### src/rtl/clock_step_sequencer_pkg.sv
// ============================================================================
// Module      : clock_seq_defs (package)
// Description : Shared state encodings and default constants for the core
//               clock step sequencer.
// Revision    : 1.0 - initial release
// ============================================================================
`default_nettype none

package clock_seq_defs;

  typedef enum logic [1:0] {
    HOLD   = 2'd0,
    HALTED = 2'd1,
    STEP   = 2'd2,
    RUN    = 2'd3
  } seq_state_e;

  localparam int DEFAULT_DEBOUNCE_CYCLES   = 1_000_000;
  localparam int DEFAULT_FAST_DIV          = 2;
  localparam int DEFAULT_SLOW_DIV          = 10_000_000;
  localparam int DEFAULT_RESET_HOLD_CYCLES = 16;

  // Sized for the slowest supported run rate.
  localparam int DIV_W = $clog2(DEFAULT_SLOW_DIV);

endpackage

`default_nettype wire

### src/rtl/clock_step_sequencer_debouncer.sv
// ============================================================================
// Module      : button_debouncer
// Description : Synchronizes a raw active-low button, accepts a level after a
//               run of equal samples, and pulses once per accepted press.
// Revision    : 1.0 - initial release
// ============================================================================
`default_nettype none

module button_debouncer
  import clock_seq_defs::*;
#(
  parameter int DEBOUNCE_CYCLES = DEFAULT_DEBOUNCE_CYCLES
) (
  input  logic clock_100mhz,
  input  logic reset_button,
  input  logic button_i,
  output logic level_o,
  output logic press_o
);

  localparam int CNT_W = $clog2(DEBOUNCE_CYCLES + 1);

  logic [1:0]       sync_q;
  logic [CNT_W-1:0] cnt_q, cnt_d;
  logic             level_q, level_d;
  logic             level_dly_q;
  logic             press_q;

  always_comb begin
    cnt_d   = '0;
    level_d = level_q;
    if (sync_q[1] != level_q) begin
      if (cnt_q == CNT_W'(DEBOUNCE_CYCLES - 1)) begin
        level_d = sync_q[1];
      end else begin
        cnt_d = cnt_q + CNT_W'(1);
      end
    end
  end

  always_ff @(posedge clock_100mhz or negedge reset_button) begin
    if (!reset_button) begin
      sync_q      <= 2'b11;
      cnt_q       <= '0;
      level_q     <= 1'b1;
      level_dly_q <= 1'b1;
      press_q     <= 1'b0;
    end else begin
      sync_q      <= {sync_q[0], button_i};
      cnt_q       <= cnt_d;
      level_q     <= level_d;
      level_dly_q <= level_q;
      // Pulse only on an accepted released-to-pressed transition.
      press_q     <= level_dly_q & ~level_q;
    end
  end

  assign level_o = level_q;
  assign press_o = press_q;

endmodule

`default_nettype wire

### src/rtl/clock_step_sequencer.sv
// ============================================================================
// Module      : clock_step_sequencer
// Description : Run/halt/single-step sequencer producing a one-cycle core clock
//               enable, a held core reset and a retired-cycle counter.
// Revision    : 1.0 - initial release
// ============================================================================
`default_nettype none

module clock_step_sequencer
  import clock_seq_defs::*;
#(
  parameter int DEBOUNCE_CYCLES   = DEFAULT_DEBOUNCE_CYCLES,
  parameter int FAST_DIV          = DEFAULT_FAST_DIV,
  parameter int SLOW_DIV          = DEFAULT_SLOW_DIV,
  parameter int RESET_HOLD_CYCLES = DEFAULT_RESET_HOLD_CYCLES
) (
  input  logic        clock_100mhz,
  input  logic        reset_button,
  input  logic        frequency_mode_button,
  input  logic        clock_mode_button,
  input  logic        manual_clock_button,
  input  logic        stall_core,
  output logic        core_clock_enable,
  output logic        core_reset,
  output logic        manual_mode,
  output logic        slow_mode,
  output logic [31:0] cycle_count
);

  localparam int HOLD_W = $clog2(RESET_HOLD_CYCLES + 1);

  logic [2:0] btn_raw, btn_press, btn_level_unused;
  logic       freq_press, mode_press, step_press;

  assign btn_raw    = {frequency_mode_button, clock_mode_button, manual_clock_button};
  assign freq_press = btn_press[2];
  assign mode_press = btn_press[1];
  assign step_press = btn_press[0];

  for (genvar gi = 0; gi < 3; gi++) begin : g_debounce
    button_debouncer #(
      .DEBOUNCE_CYCLES(DEBOUNCE_CYCLES)
    ) u_debouncer (
      .clock_100mhz(clock_100mhz),
      .reset_button(reset_button),
      .button_i    (btn_raw[gi]),
      .level_o     (btn_level_unused[gi]),
      .press_o     (btn_press[gi])
    );
  end

  logic [1:0]       rst_sync_q;
  seq_state_e       state_q, state_d;
  logic [HOLD_W-1:0] hold_q, hold_d;
  logic [DIV_W-1:0] div_q, div_d, div_limit;
  logic             enable_q, enable_d;
  logic             core_reset_q, core_reset_d;
  logic             manual_q, manual_d;
  logic             slow_q, slow_d;
  logic [31:0]      count_q, count_d;

  assign div_limit = slow_q ? DIV_W'(SLOW_DIV - 1) : DIV_W'(FAST_DIV - 1);

  always_comb begin
    state_d  = state_q;
    hold_d   = hold_q;
    div_d    = '0;
    enable_d = 1'b0;
    slow_d   = slow_q;
    case (state_q)
      HOLD: begin
        if (rst_sync_q[1]) begin
          if (hold_q == HOLD_W'(RESET_HOLD_CYCLES - 1)) begin
            state_d = HALTED;
          end else begin
            hold_d = hold_q + HOLD_W'(1);
          end
        end
      end
      HALTED: begin
        // Step has priority; a coincident mode press is dropped.
        if (step_press) begin
          state_d  = STEP;
          enable_d = 1'b1;
        end else if (mode_press && !stall_core) begin
          state_d = RUN;
        end
      end
      STEP: state_d = HALTED;
      RUN: begin
        if (stall_core || mode_press) begin
          state_d = HALTED;
        end else if (freq_press) begin
          div_d = '0;
        end else if (div_q == div_limit) begin
          enable_d = 1'b1;
        end else begin
          div_d = div_q + DIV_W'(1);
        end
      end
      default: state_d = HOLD;
    endcase
    if (freq_press && (state_q != HOLD)) begin
      slow_d = ~slow_q;
    end
    manual_d     = (state_d != RUN);
    core_reset_d = (state_d == HOLD);
    count_d      = count_q + {31'd0, enable_d};
  end

  always_ff @(posedge clock_100mhz or negedge reset_button) begin
    if (!reset_button) begin
      rst_sync_q   <= 2'b00;
      state_q      <= HOLD;
      hold_q       <= '0;
      div_q        <= '0;
      enable_q     <= 1'b0;
      core_reset_q <= 1'b1;
      manual_q     <= 1'b1;
      slow_q       <= 1'b1;
      count_q      <= '0;
    end else begin
      rst_sync_q   <= {rst_sync_q[0], 1'b1};
      state_q      <= state_d;
      hold_q       <= hold_d;
      div_q        <= div_d;
      enable_q     <= enable_d;
      core_reset_q <= core_reset_d;
      manual_q     <= manual_d;
      slow_q       <= slow_d;
      count_q      <= count_d;
    end
  end

  assign core_clock_enable = enable_q;
  assign core_reset        = core_reset_q;
  assign manual_mode       = manual_q;
  assign slow_mode         = slow_q;
  assign cycle_count       = count_q;

endmodule

`default_nettype wire

### config.mk
export PLATFORM = sky130hd
export DESIGN_NAME = clock_step_sequencer
export DESIGN_NICKNAME = d
export VERILOG_FILES = /design/src/rtl/clock_step_sequencer_pkg.sv /design/src/rtl/clock_step_sequencer_debouncer.sv /design/src/rtl/clock_step_sequencer.sv
export SDC_FILE = /design/constraint.sdc
export NUM_CORES = 1
export LEC_CHECK = 0
export BUFFER_PORTS_ARGS = -buffer_cell sky130_fd_sc_hd__buf_2
export CAP_MARGIN = 20
export CORE_AREA = 4 4 137 100
export DETAILED_ROUTE_END_ITERATION = 10
export DIE_AREA = 0 0 141 104
export GPL_TIMING_DRIVEN = 0
export MAX_ROUTING_LAYER = met4
export PLACE_DENSITY = 0.72
export RECOVER_POWER = 50
export SLEW_MARGIN = 20
export SYNTH_ARGS = -nofsm -noshare
export SYNTH_HDL_FRONTEND = slang
export SYNTH_SLANG_ARGS = --single-unit
### constraint.sdc
create_clock -name clock_100mhz -period 5.35 [get_ports clock_100mhz]
set_clock_uncertainty 0.05 [all_clocks]
set_input_delay 0.2675 -clock clock_100mhz [delete_from_list [all_inputs] [get_ports clock_100mhz]]
set_output_delay 0.2675 -clock clock_100mhz [all_outputs]
set_load 0.01 [all_outputs]
[After elaboration in Yosys (flattened, before gate mapping)]
Cells that the tools add are included.
Widths: inputs -> output; s select.
Storage, ports and cells
  register bits: 144
  output and inout bits: 36
  input port bits: 6
Cells by class
  add/subtract/negate cells: 6
  bitwise gates (word level): 8
  reductions and logical operators: 11
  equal/unequal tests: 12
  multiplexer cells: 22
Operators by type and width (number)
  $mux 20: 6
  $mux 24: 5
  $add 20x1->20 const B: 3
  $eq 20x20->1 const B: 3
  $add 32x1->32: 1
  $add 24x1->24 const B: 1
  $eq 24x24->1: 1
  $mux 2: 5
  $pmux 2 s4: 1
  $reduce_and 2->1: 3
  $add 5x1->5 const B: 1
  $eq 5x4->1 const B: 1
  $not 1->1: 5
  $eq 2x2->1 const B: 2
  $logic_not 2->1: 2
  $mux 1: 4
  $and 1x1->1: 3
  $ne 1x1->1: 3
  $reduce_and 3->1: 1
  $eq 2x1->1 const B: 1
  $logic_and 1x1->1: 2
  $ne 2x2->1 const B: 1
  $pmux 1 s2: 1
  $reduce_bool 2->1: 1
  2 further kinds: 2

[Logic depth before layout (Yosys ltp)]
  depth after elaboration: 7
  depth in mapped cells: 12
  gate-level depth less buffers: 10

[By module]
A second synthesis with hierarchy kept.
Unflattened totals
  cells, all modules: 625
  area, all modules: 6787.8 um^2
By module, submodules not included
  clock_step_sequencer: cells an instance 296, area an instance 3264.4 um^2, seq. area each 1730.4 um^2, instances 1
  button_debouncer at g_debounce[0].u_debouncer ...: cells an instance 109, area an instance 1176.1 um^2, seq. area each 630.6 um^2, instances 2
  button_debouncer at g_debounce[2].u_debouncer: cells an instance 111, area an instance 1171.1 um^2, seq. area each 630.6 um^2, instances 1

[Least setup slack after synthesis]
OpenSTA, ideal clock, no wires.
  path type: register to register
  from: register slow_q (netlist: slow_mode)
  to: register count_q[14] (netlist: cycle_count[14])
  buffers on the path: 1
  setup slack: 2029 ps
  arrival time: 3192 ps
  stages on the path, launching flop included: 12
  period minus slack after synthesis: 3321 ps
  library setup time: 79 ps
  cell sequence: dfstp_2 -> nand4_1 -> or4_1 -> a21oi_1 -> a22o_1 -> ha_1 -> ha_1 -> and4_1 -> clkbuf_1 -> or3b_2 -> nor2_1 -> xor2_1
Between the ends
  word-level cells in the longest chain between the ends: 7
RTL lines
  from (decl): line clock_step_sequencer.sv:59  | logic slow_q, slow_d;
  from (signal assigned): line clock_step_sequencer.sv:130  | slow_q <= slow_d;
  $mux 24: line clock_step_sequencer.sv:62  | assign div_limit = slow_q ? DIV_W'(SLOW_DIV - 1) : DIV_W'(FAST_DIV - 1);
  $eq 24x24->1: line clock_step_sequencer.sv:95  | end else if (div_q == div_limit) begin
  $mux 1: line clock_step_sequencer.sv:95
  $mux 1: line clock_step_sequencer.sv:93  | end else if (freq_press) begin
  $mux 1: line clock_step_sequencer.sv:91  | if (stall_core || mode_press) begin
  $pmux 1 s2: line clock_step_sequencer.sv:70  | case (state_q)
  named net enable_d: line clock_step_sequencer.sv:56  | logic enable_q, enable_d;
  $add 32x1->32: line clock_step_sequencer.sv:108  | count_d = count_q + {31'd0, enable_d};
  named net count_d[14]: line clock_step_sequencer.sv:60  | logic [31:0] count_q, count_d;
  to (signal assigned): line clock_step_sequencer.sv:131  | count_q <= count_d;
  to (decl): line clock_step_sequencer.sv:60
The timed path passes the listed nets, and every way through them passes these cells.
A chain may end at the register's enable or synchronous reset.

[Worst setup path in the final report]
  from: register div_q[2]
  to: register count_q[24] (netlist: cycle_count[24])
Between the ends
  word-level cells in the longest chain between the ends: 6
RTL lines
  from (decl): line clock_step_sequencer.sv:55  | logic [DIV_W-1:0] div_q, div_d, div_limit;
  from (signal assigned): line clock_step_sequencer.sv:126  | div_q <= div_d;
  $eq 24x24->1: line clock_step_sequencer.sv:95
  $mux 1: line clock_step_sequencer.sv:95
  $mux 1: line clock_step_sequencer.sv:93
  $mux 1: line clock_step_sequencer.sv:91
  $pmux 1 s2: line clock_step_sequencer.sv:70
  named net enable_d: line clock_step_sequencer.sv:56
  $add 32x1->32: line clock_step_sequencer.sv:108
  named net count_d[24]: line clock_step_sequencer.sv:60
The timed path passes the listed nets, and every way through them passes these cells.

==> results.tsv <==
metric	value	unit
status	finished, violations left	
failing checks	capacitance limit, slew limit	
Synth cell types	39	
met1 global-route usage	28.2	%
1st-iter DRT viols	391	
via count of the first global-routing pass	5072	
Crit Path Class	flop to flop	
Synth Warn #	0	
area of the multi-input gates	2880	µm²
GR Util met2	31.7	%
LEAKAGE	3.19	nW
Post-CTS Setup Bufs	0	
pwr/cell area	342	nW/µm²
Clock Tree Root	clkbuf_16	
Req. time, crit path	5590	ps
DP Wirelength	9450	µm
Crit. End Element	flop	
Port Buffers	41	
Slew HR	-150	%
CTS H-tree depth	4	
Total Routing Usage GR	20.8	%
R2R Setup Slk	1240	ps
via/cell ratio	5.85	
CP startpoint kind	flop	
# diodes	0	
clk slew on worst S/H paths	60	ps
vias	5132	
Seq/Total Area, Yosys	54.4	%
first-pass GRT wire length	24400	µm
max-cap viol count	1	
max-slew violations	70	
Core Util, Final	63.7	%
Post-synth top flop	dfrtp_1	
fin nets	719	
fraction of layout cells with a size suffix above 1	10.2	%
Chip Width	141	µm
worst slack at placement	1310	ps
Post-synth EDFFs	0	
Buf/Inv on CP	2	
CP arrival	4350	ps
PnR worst setup slack	1240	ps
register area	3620	µm²
core area	12300	µm²
CP Max Fanout	8	
IO Pins	42	
worst min-delay path class	primary input to flop	
Max stage delay on crit path	610	ps
RSZ-0062 raised after global routing	false	
CP max-delay cell	a21oi_1	
GR Overflow Total	0	
Worst R2R Start	div_q[2]	
Die Ht	104	µm
Post-DRT Antenna Nets	0	
DR pass1 iterations	5	
gpl congestion	0.854	
worst-path cell chain	clkbuf_2 > nand3_1 > or4_1 > a21oi_1 > a22o_1 > ha_1 > ha_1 > and4_1 > clkbuf_1 > nor3b_1 > nand3_1 > xnor2_1	
Hold Violations, Final	0	
maximum vdd drop	282	µV
initial antenna violation count	0	
Synthesized Nets	654	
CTS buffer count	17	
Num Clock Sinks	144	
PnR Total Power	2.67	mW
Clock Latency Late Sink	410	ps
Die ar.	14700	µm²
Yosys reg bits	144	
Mapped Area	6660	µm²
final wirelength	14100	µm
largest net degree at the start of global routing	76	
Tightest Pin Transition	3750	ps
Layout area overhead	17.4	%
worst hold slack	62.3	ps
FF-to-FF path depth	12	
worst-case clock buffer depth	2	
cells after synthesis	639	
final setup TNS	0	ps
top achievable clock speed	0.243	GHz
min Tclk post-route	4110	ps
global route hottest layer	met2	
Final setup viols	0	
FP Rows	34	
DRC Markers	0	
Mapped Avg Cell Area	10.4	µm²
hold path depth	2	
met3 Usage GRT	4.27	%
Initial Util	54.3	%
Fillers	941	
Critical R2R Capture	cycle_count[24]	
DR WL/cell	16.1	µm
CP top delay family	simple AND/OR/NAND/NOR gates	
ys async rst share	100	%
CTS tree	yes	
Hold EP	manual_mode	
fin crit share	76.8	%
Worst Min Path Start	stall_core	
-- placed cells by master (no fill, tap or decap), types with 5 or more instances in the layout --
cell and n:
xor2_1 32, buf_2 19, nor4_1 16, nand3_1 44
dfrtp_1 129, nand2_1 42, o21ai_0 24, clkbuf_1 46
dfstp_2 12, a21oi_1 25, inv_1 15, nor4b_1 5
or3_1 19, a211oi_1 7, and4_1 10, or4_1 14
xnor2_1 52, bufinv_16 7, o31ai_1 10, and3_1 12
nor2_1 47, nand4_1 30, nor3_1 30, ha_1 9
clkbuf_16 17
-- how the worst max path moves through the flow --
stage	start	endpoint	slack (ps)	cells past startpoint
after floorplan	slow_mode	cycle_count[14]	2030	11
after global placement	div_q[2]	cycle_count[28]	1430	12
after detailed placement	div_q[2]	cycle_count[24]	1310	12
after CTS	div_q[2]	cycle_count[24]	1260	12
after global routing	reset_button	g_debounce[2].u_debouncer.cnt_q[4]	600	2
final	div_q[2]	cycle_count[24]	1240	12
-- state kept, by name, indices dropped and copies added (netlist names), 2 cells and up --
| register | flops |
|---|---|
| g_debounce.u_debouncer.cnt_q | 60 |
| cycle_count | 32 |
| div_q | 24 |
| g_debounce.u_debouncer.sync_q | 6 |
| hold_q | 5 |
| g_debounce.u_debouncer.level_dly_q | 3 |
| g_debounce.u_debouncer.level_o | 3 |
| g_debounce.u_debouncer.press_o | 3 |
| rst_sync_q | 2 |
| state_q | 2 |
-- metrics by stage --
step | cell area, µm² | std cells
floorplan | 6660 | 639
global placement | 7060 | 842
detailed placement | 7100 | 843
CTS | 7850 | 878
global route | 7810 | 878
finish | 7810 | 878
-- repair_timing --
item | 4_1_cts | 5_1_grt
hold buffers | 4 | 0
endpoints found under the hold margin | 62 | 0
resized for setup | 0 | 0
-- report_power, final --
group,internal [mW],switching (mW)
clock,0.970,0.433
sequential,1.13,0.0323
combinational,0.0428,0.0630
-- cell families after synthesis --
| family | synth area share, % |
|---|---|
| AO/OA/AOI/OAI | 6.04 |
| XOR/XNOR | 11.1 |
| adder cells (fa/ha/maj) | 1.69 |
| buffers and inverters | 2.27 |
| flip-flops | 54.4 |
| multiplexers | 0.827 |
| other | 0.0563 |
| AND/OR/NAND/NOR | 23.6 |
-- routing by layer --
metal | wire length, µm | part of all wire [%]
met1 | 6590 | 47
met5 | 0 | 0
met3 | 637 | 4.5
met2 | 6690 | 47
met4 | 206 | 1.5
-- worst register-to-register path: stages, from the launching register on --
cell	delay, ps
dfrtp_1	320
clkbuf_2	180
nand3_1	210
or4_1	530
a21oi_1	610
a22o_1	330
ha_1	180
ha_1	200
and4_1	200
clkbuf_1	310
nor3b_1	540
nand3_1	180
xnor2_1	170
-- area by class of cell --
| class | count | area share [%] |
|---|---|---|
| buffer | 24 | 1.22 |
| inverter | 15 | 0.721 |
| timing repair buffer | 46 | 3.09 |
| multi-input combinational | 456 | 36.9 |
| tap | 162 | 2.60 |
| clock inverter | 9 | 2.90 |
| clock buffer | 22 | 6.20 |
| sequential | 144 | 46.4 |
-- Yosys cell counts (all sizes together), types with 14 or more instances --
library cell / number / area, µm²
clkbuf: 21 / 80.1
nand3: 44 / 220
nand4: 31 / 200
or4: 14 / 105
nor2: 47 / 176
nor3: 30 / 150
xnor2: 52 / 455
or3: 19 / 119
a21oi: 25 / 125
inv: 15 / 56.3
dfrtp: 129 / 3230
nand2: 42 / 158
xor2: 32 / 280
o21ai: 24 / 120
nor4: 16 / 100
dfstp: 15 / 394
Note: power is estimated with default switching activity, not from simulation.
